[config.mk]
export PLATFORM = sky130hd
export DESIGN_NAME = neuron_accumulator_flat
export DESIGN_NICKNAME = d
export VERILOG_FILES = /design/src/rtl/neuron_accumulator_if.sv /design/src/rtl/neuron_accumulator.sv /design/src/flat_wrapper.sv
export SDC_FILE = /design/constraint.sdc
export NUM_CORES = 1
export LEC_CHECK = 0
export CAP_MARGIN = 20
export CORE_ASPECT_RATIO = 0.6
export CORE_MARGIN = 8
export CORE_UTILIZATION = 25
export DETAILED_ROUTE_END_ITERATION = 16
export GPL_TIMING_DRIVEN = 1
export HOLD_SLACK_MARGIN = 0.02
export PLACE_DENSITY = 0.43
export SKIP_LAST_GASP = 1
export SLEW_MARGIN = 20
export SYNTH_ARGS = -nofsm -noshare
export SYNTH_HDL_FRONTEND = slang
export SYNTH_SLANG_ARGS = --single-unit
[constraint.sdc]
create_clock -name clk -period 8.5 [get_ports clk]
set_input_delay 0.85 -clock clk [delete_from_list [all_inputs] [get_ports clk]]
set_output_delay 0.85 -clock clk [all_outputs]
set_load 0.01 [all_outputs]
[src/rtl/neuron_accumulator_if.sv]
// Shared fixed-point defaults and the job/stream/result bundle of the neuron
// accumulator. The master drives jobs and pairs; the slave is the accumulator.
package definitions;
  localparam int Q_INT         = 8;
  localparam int Q_FRAC        = 8;
  localparam int ACT_MASK_SIZE = 4;
endpackage

interface neuron_accumulator_if #(
  parameter int Q_SIZE        = definitions::Q_INT + definitions::Q_FRAC,
  parameter int LEN_WIDTH     = 8,
  parameter int ACT_MASK_SIZE = definitions::ACT_MASK_SIZE
);
  // Job request, sampled when start is accepted
  logic                     start;
  logic [LEN_WIDTH-1:0]     len;
  logic [Q_SIZE-1:0]        bias;
  logic [ACT_MASK_SIZE-1:0] mask_in;
  logic                     bypass_in;
  logic                     busy;

  // Weight/input stream
  logic                     in_valid;
  logic                     in_ready;
  logic [Q_SIZE-1:0]        w;
  logic [Q_SIZE-1:0]        a;

  // Result towards the activation stage
  logic                     out_valid;
  logic                     out_ready;
  logic [Q_SIZE-1:0]        x;
  logic [ACT_MASK_SIZE-1:0] mask;
  logic                     act_bypass;

  modport master (
    output start, len, bias, mask_in, bypass_in, in_valid, w, a, out_ready,
    input  busy, in_ready, out_valid, x, mask, act_bypass
  );

  modport slave (
    input  start, len, bias, mask_in, bypass_in, in_valid, w, a, out_ready,
    output busy, in_ready, out_valid, x, mask, act_bypass
  );
endinterface

[src/rtl/neuron_accumulator.sv]
// One-neuron fixed-point MAC: x = sat(floor((bias<<Q_FRAC + sum w*a) >> Q_FRAC)),
// delivered with the neuron's LUT mask and bypass flag over a valid/ready port.
module neuron_accumulator #(
  parameter  int Q_INT         = definitions::Q_INT,
  parameter  int Q_FRAC        = definitions::Q_FRAC,
  parameter  int ACT_MASK_SIZE = definitions::ACT_MASK_SIZE,
  parameter  int LEN_WIDTH     = 8,
  localparam int Q_SIZE        = Q_INT + Q_FRAC,
  localparam int ACC_W         = 2 * Q_SIZE + LEN_WIDTH
) (
  input logic                  clk,
  input logic                  rst_n,
  neuron_accumulator_if.slave  bus
);

  typedef enum logic [1:0] {IDLE, ACCUM, FINISH, DONE} state_e;

  // Largest/smallest representable Q_INT.Q_FRAC values, widened to ACC_W
  localparam logic signed [ACC_W-1:0] SAT_MAX =
    {{(ACC_W - Q_SIZE + 1){1'b0}}, {(Q_SIZE - 1){1'b1}}};
  localparam logic signed [ACC_W-1:0] SAT_MIN = ~SAT_MAX;

  state_e                   state_q, state_d;
  logic signed [ACC_W-1:0]  acc_q, acc_d;
  logic [LEN_WIDTH-1:0]     cnt_q, cnt_d;
  logic [Q_SIZE-1:0]        x_q, x_d;
  logic [ACT_MASK_SIZE-1:0] mask_q, mask_d;
  logic                     bypass_q, bypass_d;
  logic                     out_valid_q, out_valid_d;
  logic                     in_ready_q, in_ready_d;
  logic                     busy_q, busy_d;

  logic signed [2*Q_SIZE-1:0] prod;
  logic signed [ACC_W-1:0]    prod_ext;
  logic signed [ACC_W-1:0]    bias_ext;
  logic signed [ACC_W-1:0]    shifted;

  always_comb begin
    // NOTE: every always_comb target gets a default first so no path leaves it
    // unassigned; that is what keeps this block from inferring latches.
    state_d     = state_q;
    acc_d       = acc_q;
    cnt_d       = cnt_q;
    x_d         = x_q;
    mask_d      = mask_q;
    bypass_d    = bypass_q;
    out_valid_d = out_valid_q;

    prod     = $signed({{Q_SIZE{bus.w[Q_SIZE-1]}}, bus.w}) *
               $signed({{Q_SIZE{bus.a[Q_SIZE-1]}}, bus.a});
    prod_ext = {{LEN_WIDTH{prod[2*Q_SIZE-1]}}, prod};
    bias_ext = {{(ACC_W - Q_SIZE - Q_FRAC){bus.bias[Q_SIZE-1]}}, bus.bias, {Q_FRAC{1'b0}}};
    // Arithmetic shift of a two's-complement value rounds toward -infinity
    shifted  = acc_q >>> Q_FRAC;

    unique case (state_q)
      IDLE: begin
        if (bus.start) begin
          acc_d    = bias_ext;
          cnt_d    = bus.len;
          mask_d   = bus.mask_in;
          bypass_d = bus.bypass_in;
          state_d  = (bus.len != '0) ? ACCUM : FINISH;
        end
      end
      ACCUM: begin
        if (bus.in_valid && in_ready_q) begin
          acc_d = acc_q + prod_ext;
          cnt_d = cnt_q - LEN_WIDTH'(1);
          if (cnt_q == LEN_WIDTH'(1)) state_d = FINISH;
        end
      end
      FINISH: begin
        if (shifted > SAT_MAX)      x_d = SAT_MAX[Q_SIZE-1:0];
        else if (shifted < SAT_MIN) x_d = SAT_MIN[Q_SIZE-1:0];
        else                        x_d = shifted[Q_SIZE-1:0];
        out_valid_d = 1'b1;
        state_d     = DONE;
      end
      DONE: begin
        if (bus.out_ready) begin
          out_valid_d = 1'b0;
          state_d     = IDLE;
        end
      end
      default: state_d = IDLE;
    endcase

    // Handshake/status outputs are decoded from the next state so they are
    // plain flops aligned with the state register.
    in_ready_d = (state_d == ACCUM);
    busy_d     = (state_d != IDLE);
  end

  // NOTE: state uses non-blocking assignments so every flop samples the
  // pre-edge values of the others, independent of statement order.
  always_ff @(posedge clk or negedge rst_n) begin
    if (!rst_n) begin
      state_q     <= IDLE;
      acc_q       <= '0;
      cnt_q       <= '0;
      x_q         <= '0;
      mask_q      <= '0;
      bypass_q    <= 1'b0;
      out_valid_q <= 1'b0;
      in_ready_q  <= 1'b0;
      busy_q      <= 1'b0;
    end else begin
      state_q     <= state_d;
      acc_q       <= acc_d;
      cnt_q       <= cnt_d;
      x_q         <= x_d;
      mask_q      <= mask_d;
      bypass_q    <= bypass_d;
      out_valid_q <= out_valid_d;
      in_ready_q  <= in_ready_d;
      busy_q      <= busy_d;
    end
  end

  assign bus.x          = x_q;
  assign bus.mask       = mask_q;
  assign bus.act_bypass = bypass_q;
  assign bus.out_valid  = out_valid_q;
  assign bus.in_ready   = in_ready_q;
  assign bus.busy       = busy_q;

endmodule

[src/flat_wrapper.sv]
// flat-port wrapper written by rule: the top's interface ports become plain ports
module neuron_accumulator_flat 
#(
  parameter  int Q_INT         = definitions::Q_INT,
  parameter  int Q_FRAC        = definitions::Q_FRAC,
  parameter  int ACT_MASK_SIZE = definitions::ACT_MASK_SIZE,
  parameter  int LEN_WIDTH     = 8,
  localparam int Q_SIZE        = Q_INT + Q_FRAC,
  localparam int ACC_W         = 2 * Q_SIZE + LEN_WIDTH
)
  (clk, rst_n, bus_start, bus_len, bus_bias, bus_mask_in, bus_bypass_in, bus_in_valid, bus_w, bus_a, bus_out_ready, bus_busy, bus_in_ready, bus_out_valid, bus_x, bus_mask, bus_act_bypass);
  neuron_accumulator_if #(.Q_SIZE((Q_INT + Q_FRAC)), .LEN_WIDTH(LEN_WIDTH), .ACT_MASK_SIZE(ACT_MASK_SIZE)) bus_i ();
  input logic clk;
  input logic rst_n;
  input wire logic [$bits(bus_i.start)-1:0] bus_start;
  input wire logic [$bits(bus_i.len)-1:0] bus_len;
  input wire logic [$bits(bus_i.bias)-1:0] bus_bias;
  input wire logic [$bits(bus_i.mask_in)-1:0] bus_mask_in;
  input wire logic [$bits(bus_i.bypass_in)-1:0] bus_bypass_in;
  input wire logic [$bits(bus_i.in_valid)-1:0] bus_in_valid;
  input wire logic [$bits(bus_i.w)-1:0] bus_w;
  input wire logic [$bits(bus_i.a)-1:0] bus_a;
  input wire logic [$bits(bus_i.out_ready)-1:0] bus_out_ready;
  output wire logic [$bits(bus_i.busy)-1:0] bus_busy;
  output wire logic [$bits(bus_i.in_ready)-1:0] bus_in_ready;
  output wire logic [$bits(bus_i.out_valid)-1:0] bus_out_valid;
  output wire logic [$bits(bus_i.x)-1:0] bus_x;
  output wire logic [$bits(bus_i.mask)-1:0] bus_mask;
  output wire logic [$bits(bus_i.act_bypass)-1:0] bus_act_bypass;
  assign bus_i.start = bus_start;
  assign bus_i.len = bus_len;
  assign bus_i.bias = bus_bias;
  assign bus_i.mask_in = bus_mask_in;
  assign bus_i.bypass_in = bus_bypass_in;
  assign bus_i.in_valid = bus_in_valid;
  assign bus_i.w = bus_w;
  assign bus_i.a = bus_a;
  assign bus_i.out_ready = bus_out_ready;
  assign bus_busy = bus_i.busy;
  assign bus_in_ready = bus_i.in_ready;
  assign bus_out_valid = bus_i.out_valid;
  assign bus_x = bus_i.x;
  assign bus_mask = bus_i.mask;
  assign bus_act_bypass = bus_i.act_bypass;
  neuron_accumulator #(.Q_INT(Q_INT), .Q_FRAC(Q_FRAC), .ACT_MASK_SIZE(ACT_MASK_SIZE), .LEN_WIDTH(LEN_WIDTH)) u_core (.clk(clk), .rst_n(rst_n), .bus(bus_i));
endmodule
==> results.md <==
* **result of the run** finished, final reports clean
* **share of the clock period used by the worst path** 0.917
* **CP arrival** 7990 ps
* **clk root buf** clkbuf_16
* **share of async-settable or async-resettable flops after synthesis** 1.00
* **first-pass GRT wire length** 78,200 um
* **area enclosed by the die boundary** 71,700 sq um
* **detailed placement HPWL** 42,000 um
* **GR Overflow Total** 0
* **TritonCTS clock tree** yes
* **total of buffers placed on input and output ports** 89
* **Mean Syn Cell Area** 9.14 sq um
* **relative area change from synthesis to final layout** 14.3%
* **flop and latch count out of synthesis** 74
* **fillers** 6,760
* **max cap viols** 0
* **Hold Buf Count CTS** 0
* **beginning of the worst hold path** u_core.bus.out_valid
* **path class of the lowest-slack min-delay path** flip-flop to flip-flop
* **post-DR wirelength/cell** 18.2 um
* **Setup Viol. Count Final** 0
* **number of vias per cell after detailed routing** 4.46
* **worst max-slew margin expressed relative to the limit** 0.318
* **top library cells by usage in the layout, fill and taps aside** 417 x inv_1, 330 x fa_1, 186 x nand2_1
* **synthesized cell area** 15,800 sq um
* **register area share after synthesis** 0.117
* **GRT Util Overall** 0.139
* **Setup Fix Bufs, Post-CTS** 0
* **Die Height** 211 um
* **maximum number of pins on one net before global-route repair** 75
* **count of TritonRoute iterations in the first routing pass** 5
* **area of the multi-input gates** 12,100 sq um
* **commonest non-fill, non-tap cell in the layout** inv_1
* **NumNets Final** 2,310
* **Setup Total Neg Slack** 0 ps
* **number of enable-type register cells in the synthesized netlist** 0
* **clock skew after layout** 15.5 ps
* **H-tree level count** 3
* **final slew viol count** 0
* **antenna violations before repair** 0
* **startpoint types** input port
* **Core ar.** 62,500 sq um
* **PostCTS Resize Cnt** 0
* **Post-route DRC** 0
* **fmax** 128 MHz
* **transition time at the pin with the least slew margin** 1020 ps
* **setup repair after global routing missed its margin** false
* **final critical delay including setup and external delays** 7800 ps
* **effective utilization at floorplan** 0.252
* **via count** 11,788
* **final wirelength** 48,000 um
* **TritonCTS sink count** 74
* **ANT nets after route** 0
* **startpoint of the most critical setup path** bus_w[15]
* **gpl congestion** 0.866
* **ratio of cells with drive above 1 in the final layout** 0.0377
* **I/O pin count** 90
* **violation count after the first detailed-route iteration** 813
* **synthesized netlist net count** 2,241
* **Horiz. Die Dim** 340 um
* **clock latency reported for the late side of the worst-skew pair** 360 ps
* **CTS clock-pin slew for the worst setup and hold paths** 60 ps
* **maximum fanout along the worst path** 14
* **total of warnings raised by yosys** 0
* **critical path type** input port to flip-flop
* **Synth Flop Type** dfrtp_1
* **required time of the critical path** 8690 ps
* **final hold violation count** 0
* **row count** 71
* **sequential cell area** 1850 sq um
* **buffers from clock root to sink, at most** 2
* **cell count after synthesis** 1,728
* **synth unique cells** 69
* **via count of the first global-routing pass** 12,750
* **total CTS buffers** 9
* **CP Capture Type** flip-flop
* **setup slack of the worst register-to-register path** 2890 ps
* **Reg-to-Reg Start** u_core.acc_q[15]
==> cell families (layout without fill, tap and decap cells) <==
group | Yosys count | in the layout | share of synthesized area
compound gates | 218 | 218 | 0.0880
xor+xnor | 37 | 37 | 0.0205
fa+ha+maj | 447 | 447 | 0.511
buf+inv | 479 | 553 | 0.114
flops | 74 | 74 | 0.117
mux | 9 | 9 | 0.00610
other cells | 0 | 1 | 0
simple gates | 464 | 464 | 0.143
==> worst max-delay path, cell delays in order <==
cell             delay (ps)
clkdlybuf4s50_1         910
nand2_1                 270
inv_1                   150
fa_1                    550
fa_1                    580
inv_1                   190
fa_1                    550
inv_1                    60
fa_1                    490
fa_1                    580
inv_1                    80
fa_1                    490
inv_1                    40
ha_1                    410
and3_1                  250
nand3_1                 160
nor4_1                  380
o21ai_1                 250
a41oi_2                 320
a41oi_1                 170
xor2_1                  170
o21ai_1                  70
==> layer usage <==
metal  up-vias  global-route usage  part of all wire
li1       5398                   -                 -
met1      6045               0.244              0.58
met2       333               0.172              0.35
met3        12              0.0257             0.063
met4         0             0.00811            0.0026
met5         -                   0                 0
==> area by class of cell <==
class | count | area share
Antenna cell | 1 | 0.000139
Clock buffer | 9 | 0.0125
Clock inverter | 7 | 0.00458
Inverter | 417 | 0.0867
Multi-Input combinational cell | 1175 | 0.673
Sequential cell | 74 | 0.103
Tap cell | 839 | 0.0582
Timing Repair Buffer | 120 | 0.0623
==> registers in the layout, indices dropped and copies added, names as in the netlist, 2 cells and up <==
name,flops
u_core.acc_q,40
u_core.bus.mask,4
u_core.bus.x,16
u_core.cnt_q,8
u_core.state_q,2
==> stage by stage <==
step	utilization	std cells	hold slack [ps]	area, sq um	setup WS [ps]
finish	0.289	2642	483	18000	705
global route	0.288	2641	530	18000	332
CTS	0.288	2641	488	18000	745
detailed placement	0.283	2625	473	17700	392
global placement	0.283	2625	465	17700	388
floorplan	-	1728	455	15800	1840
==> final timing paths <==
kind | endpoint | cells past startpoint
setup / recovery | u_core.acc_q[38] | 22
hold / removal | u_core.bus.out_valid | 2
setup reg to reg | u_core.acc_q[38] | 18
hold reg to reg | u_core.bus.out_valid | 2
max in group asynchronous | u_core.acc_q[30] | 1
min in group asynchronous | u_core.bus.mask[3] | 1
==> synthesized netlist by cell type, types with 6 or more instances <==
cell      instances  share of area
nand4_1          11         0.0044
a21oi_1          63          0.020
a21o_1           14         0.0067
o21ai_0          53          0.017
nor3_1           12         0.0038
nor4_1           10         0.0040
ha_1            117          0.093
nand3_1          17         0.0054
a31oi_1          10         0.0040
a211oi_1          7         0.0033
xor2_1           12         0.0067
fa_1            330           0.42
nand2_1         186          0.044
xnor2_1          25          0.014
inv_1           417          0.099
and2_1          120          0.048
o21ai_1          17         0.0054
nand2b_1          8         0.0032
dfrtp_1          74           0.12
nor2b_1           7         0.0028
a22o_1            6         0.0033
clkbuf_1         54          0.013
and3_1            9         0.0036
nor2_1           68          0.016
Power is not shown: default switching activity piles up to over one toggle a cycle in this logic, so the estimate is an artifact.
==> patch, RTL diff (same settings) <==
Make the reset (`rst_n`) synchronous in one clocked block.
--- a/src/rtl/neuron_accumulator.sv
+++ b/src/rtl/neuron_accumulator.sv
@@ -94,7 +94,7 @@
 
   // NOTE: state uses non-blocking assignments so every flop samples the
   // pre-edge values of the others, independent of statement order.
-  always_ff @(posedge clk or negedge rst_n) begin
+  always_ff @(posedge clk) begin
     if (!rst_n) begin
       state_q     <= IDLE;
       acc_q       <= '0;
Function: differs if rst_n is asserted again (counterexample within 4 cycles, from zero or initial values and one cycle with rst_n low); with rst_n held inactive, the same outputs for 4 cycles.
==> patch against the unedited design <==
Synthesized area is 2.3% lower. Sequential cell count is the same. Wire length shrank 2.4%. Sequential share of layout area down 1.9 points. Cell area fell by 2.1%. Core utilization rose by 0.12 points. Synthesized cell count increased by 0.64%. Setup slack better by 0.042 ns. Highest routed layer unchanged.
Power is not shown: default switching activity piles up to over one toggle a cycle in this logic, so the estimate is an artifact.
==> patch: results (changes against the unedited design) <==
- Outcome: finished clean
- Commonest cells post-synth: inv_1, fa_1, nand2_1
- Crit path from: bus_w[15]
- Worst skew pair latency: 0.34 ns (-0.02 ns)
- # Post-CTS Setup Buffers: 0 (unchanged)
- HPWL Detailed: 41,000 um (-2.5%)
- Root buffer cell: clkbuf_16
- Detailed router's first-iteration violation count: 720 (-11%)
- Crit path DAT: 7.98 ns (about the same)
- Synth Area in Compound Gates: 9.97% (+1.2 points)
- Netlist cell types: 65 (-5.8%)
- FF-to-FF Start: u_core.acc_q[15]$_SDFFE_PN0P_
- Slowest cell on the critical path: fa_1
- Clock skew: 0.0101 ns (-0.00538 ns)
- Antenna violations before repair: 1 (+1)
- Post-CTS sizing: 0 (unchanged)
- Fillers: 6,578 (-2.7%)
- All-Layer GR Usage: 13.7% (-0.15 points)
- Hold_sp: u_core.bus.x[13]$_SDFFE_PN0P_
- FF-to-FF End: u_core.acc_q[39]$_SDFFE_PN0P_
- Synth Area in Adders: 52.3% (+1.2 points)
- Top FF cell, synth: dfxtp_1
- Worst hold path class: register to register
- DR pass1 iterations: 5 (unchanged)
- Pre-CTS setup slack: 0.417 ns (+0.0251 ns)
- CP max stage delay: 0.80 ns (-0.11 ns)
- N_diodes: 0 (-1)
- Post-synthesis mux area share: 0.0649% (-0.55 points)
- XOR/XNOR share of the synthesized area: 2.04% (-0.0092 points)
- Slew HR: 28.6% (-3.2 points)
- Flop2flop setup slack: 2.94 ns (+0.05 ns)
- Largest cells by area after synthesis: fa_1, inv_1, dfxtp_1
- Synth warn: 0 (unchanged)
- WL final: 46,800 um (-2.4%)
- Kind of cell adding the most delay to the critical path: adder cells
- Sequential element share of the synthesized area: 9.60% (-2.1 points)
- Share of post-route cells with drive strength above 1: 3.86% (+0.083 points)
- Max reg flops: 40 (unchanged)
- Vias in the first global route: 12,700 (-0.78%)
- Reg2reg path depth: 19 (+1)
- H-tree lvl count: 3 (unchanged)
- Worst hold path depth: 2 (unchanged)
- Vias per cell: 4.38 (-1.8%)
- Final Wtd Congestion: 0.830 (-4.2%)
- TritonCTS Buffers: 9 (unchanged)
- Hold Path End: u_core.bus.x[13]$_SDFFE_PN0P_
- Clock slew at reported path FFs: 0.06 ns (about the same)
- CP max FO: 10 (-4)
- Port bufs: 89 (unchanged)
- Largest net degree at the start of global routing: 40 (-47%)
- Fraction of registers with async set/reset: 0% (-100 points)
- Register bank with the most flops: u_core.acc_q
- NumNets Final: 2,323 (+0.56%)
- CTS max path bufs: 2 (unchanged)
- First-pass GRT wire length: 76,100 um (-2.8%)
## patch: layout make-up
| cell class | count | share of cell area, % |
|---|---|---|
| clock buffer | 10 | 1.30 |
| tap | 828 | 5.87 |
| sequential | 74 | 8.39 |
| timing repair buffer | 128 | 6.70 |
| clock inverter | 6 | 0.248 |
| inverter | 419 | 8.90 |
| multi-input combinational | 1178 | 68.6 |
## patch: tightest hold or removal path, delay by kind of cell, from the launching register on
| family | cells | cell delay [ns] |
|---|---|---|
| flip-flops | 1 | 0.31 |
| AND/OR/NAND/NOR | 1 | 0.05 |
| AO/OA/AOI/OAI | 1 | 0.05 |
## patch: metrics by stage
step,instances,instance area [sq um],hold slack [ns]
global route,2643,17700,0.478
global placement,2627,17400,0.445
CTS,2643,17700,0.459
detailed placement,2627,17400,0.450
floorplan,1739,15400,0.436
finish,2643,17700,0.456
## patch: metal layers
metal	share of wire (%)	global-route usage, %
met1	58	22.9
met2	38	18.6
met3	4.5	2.23
met5	0	0
met4	0.17	0.748
## patch: worst max-delay path by stage
stage,depth (start not counted),slack [ns],to
after floorplan,20,1.65,u_core.acc_q[39]$_SDFFE_PN0P_
after global placement,22,0.51,u_core.acc_q[39]$_SDFFE_PN0P_
after detailed placement,22,0.42,u_core.acc_q[39]$_SDFFE_PN0P_
after CTS,22,0.76,u_core.acc_q[39]$_SDFFE_PN0P_
after global routing,22,0.35,u_core.acc_q[39]$_SDFFE_PN0P_
final,22,0.75,u_core.acc_q[39]$_SDFFE_PN0P_
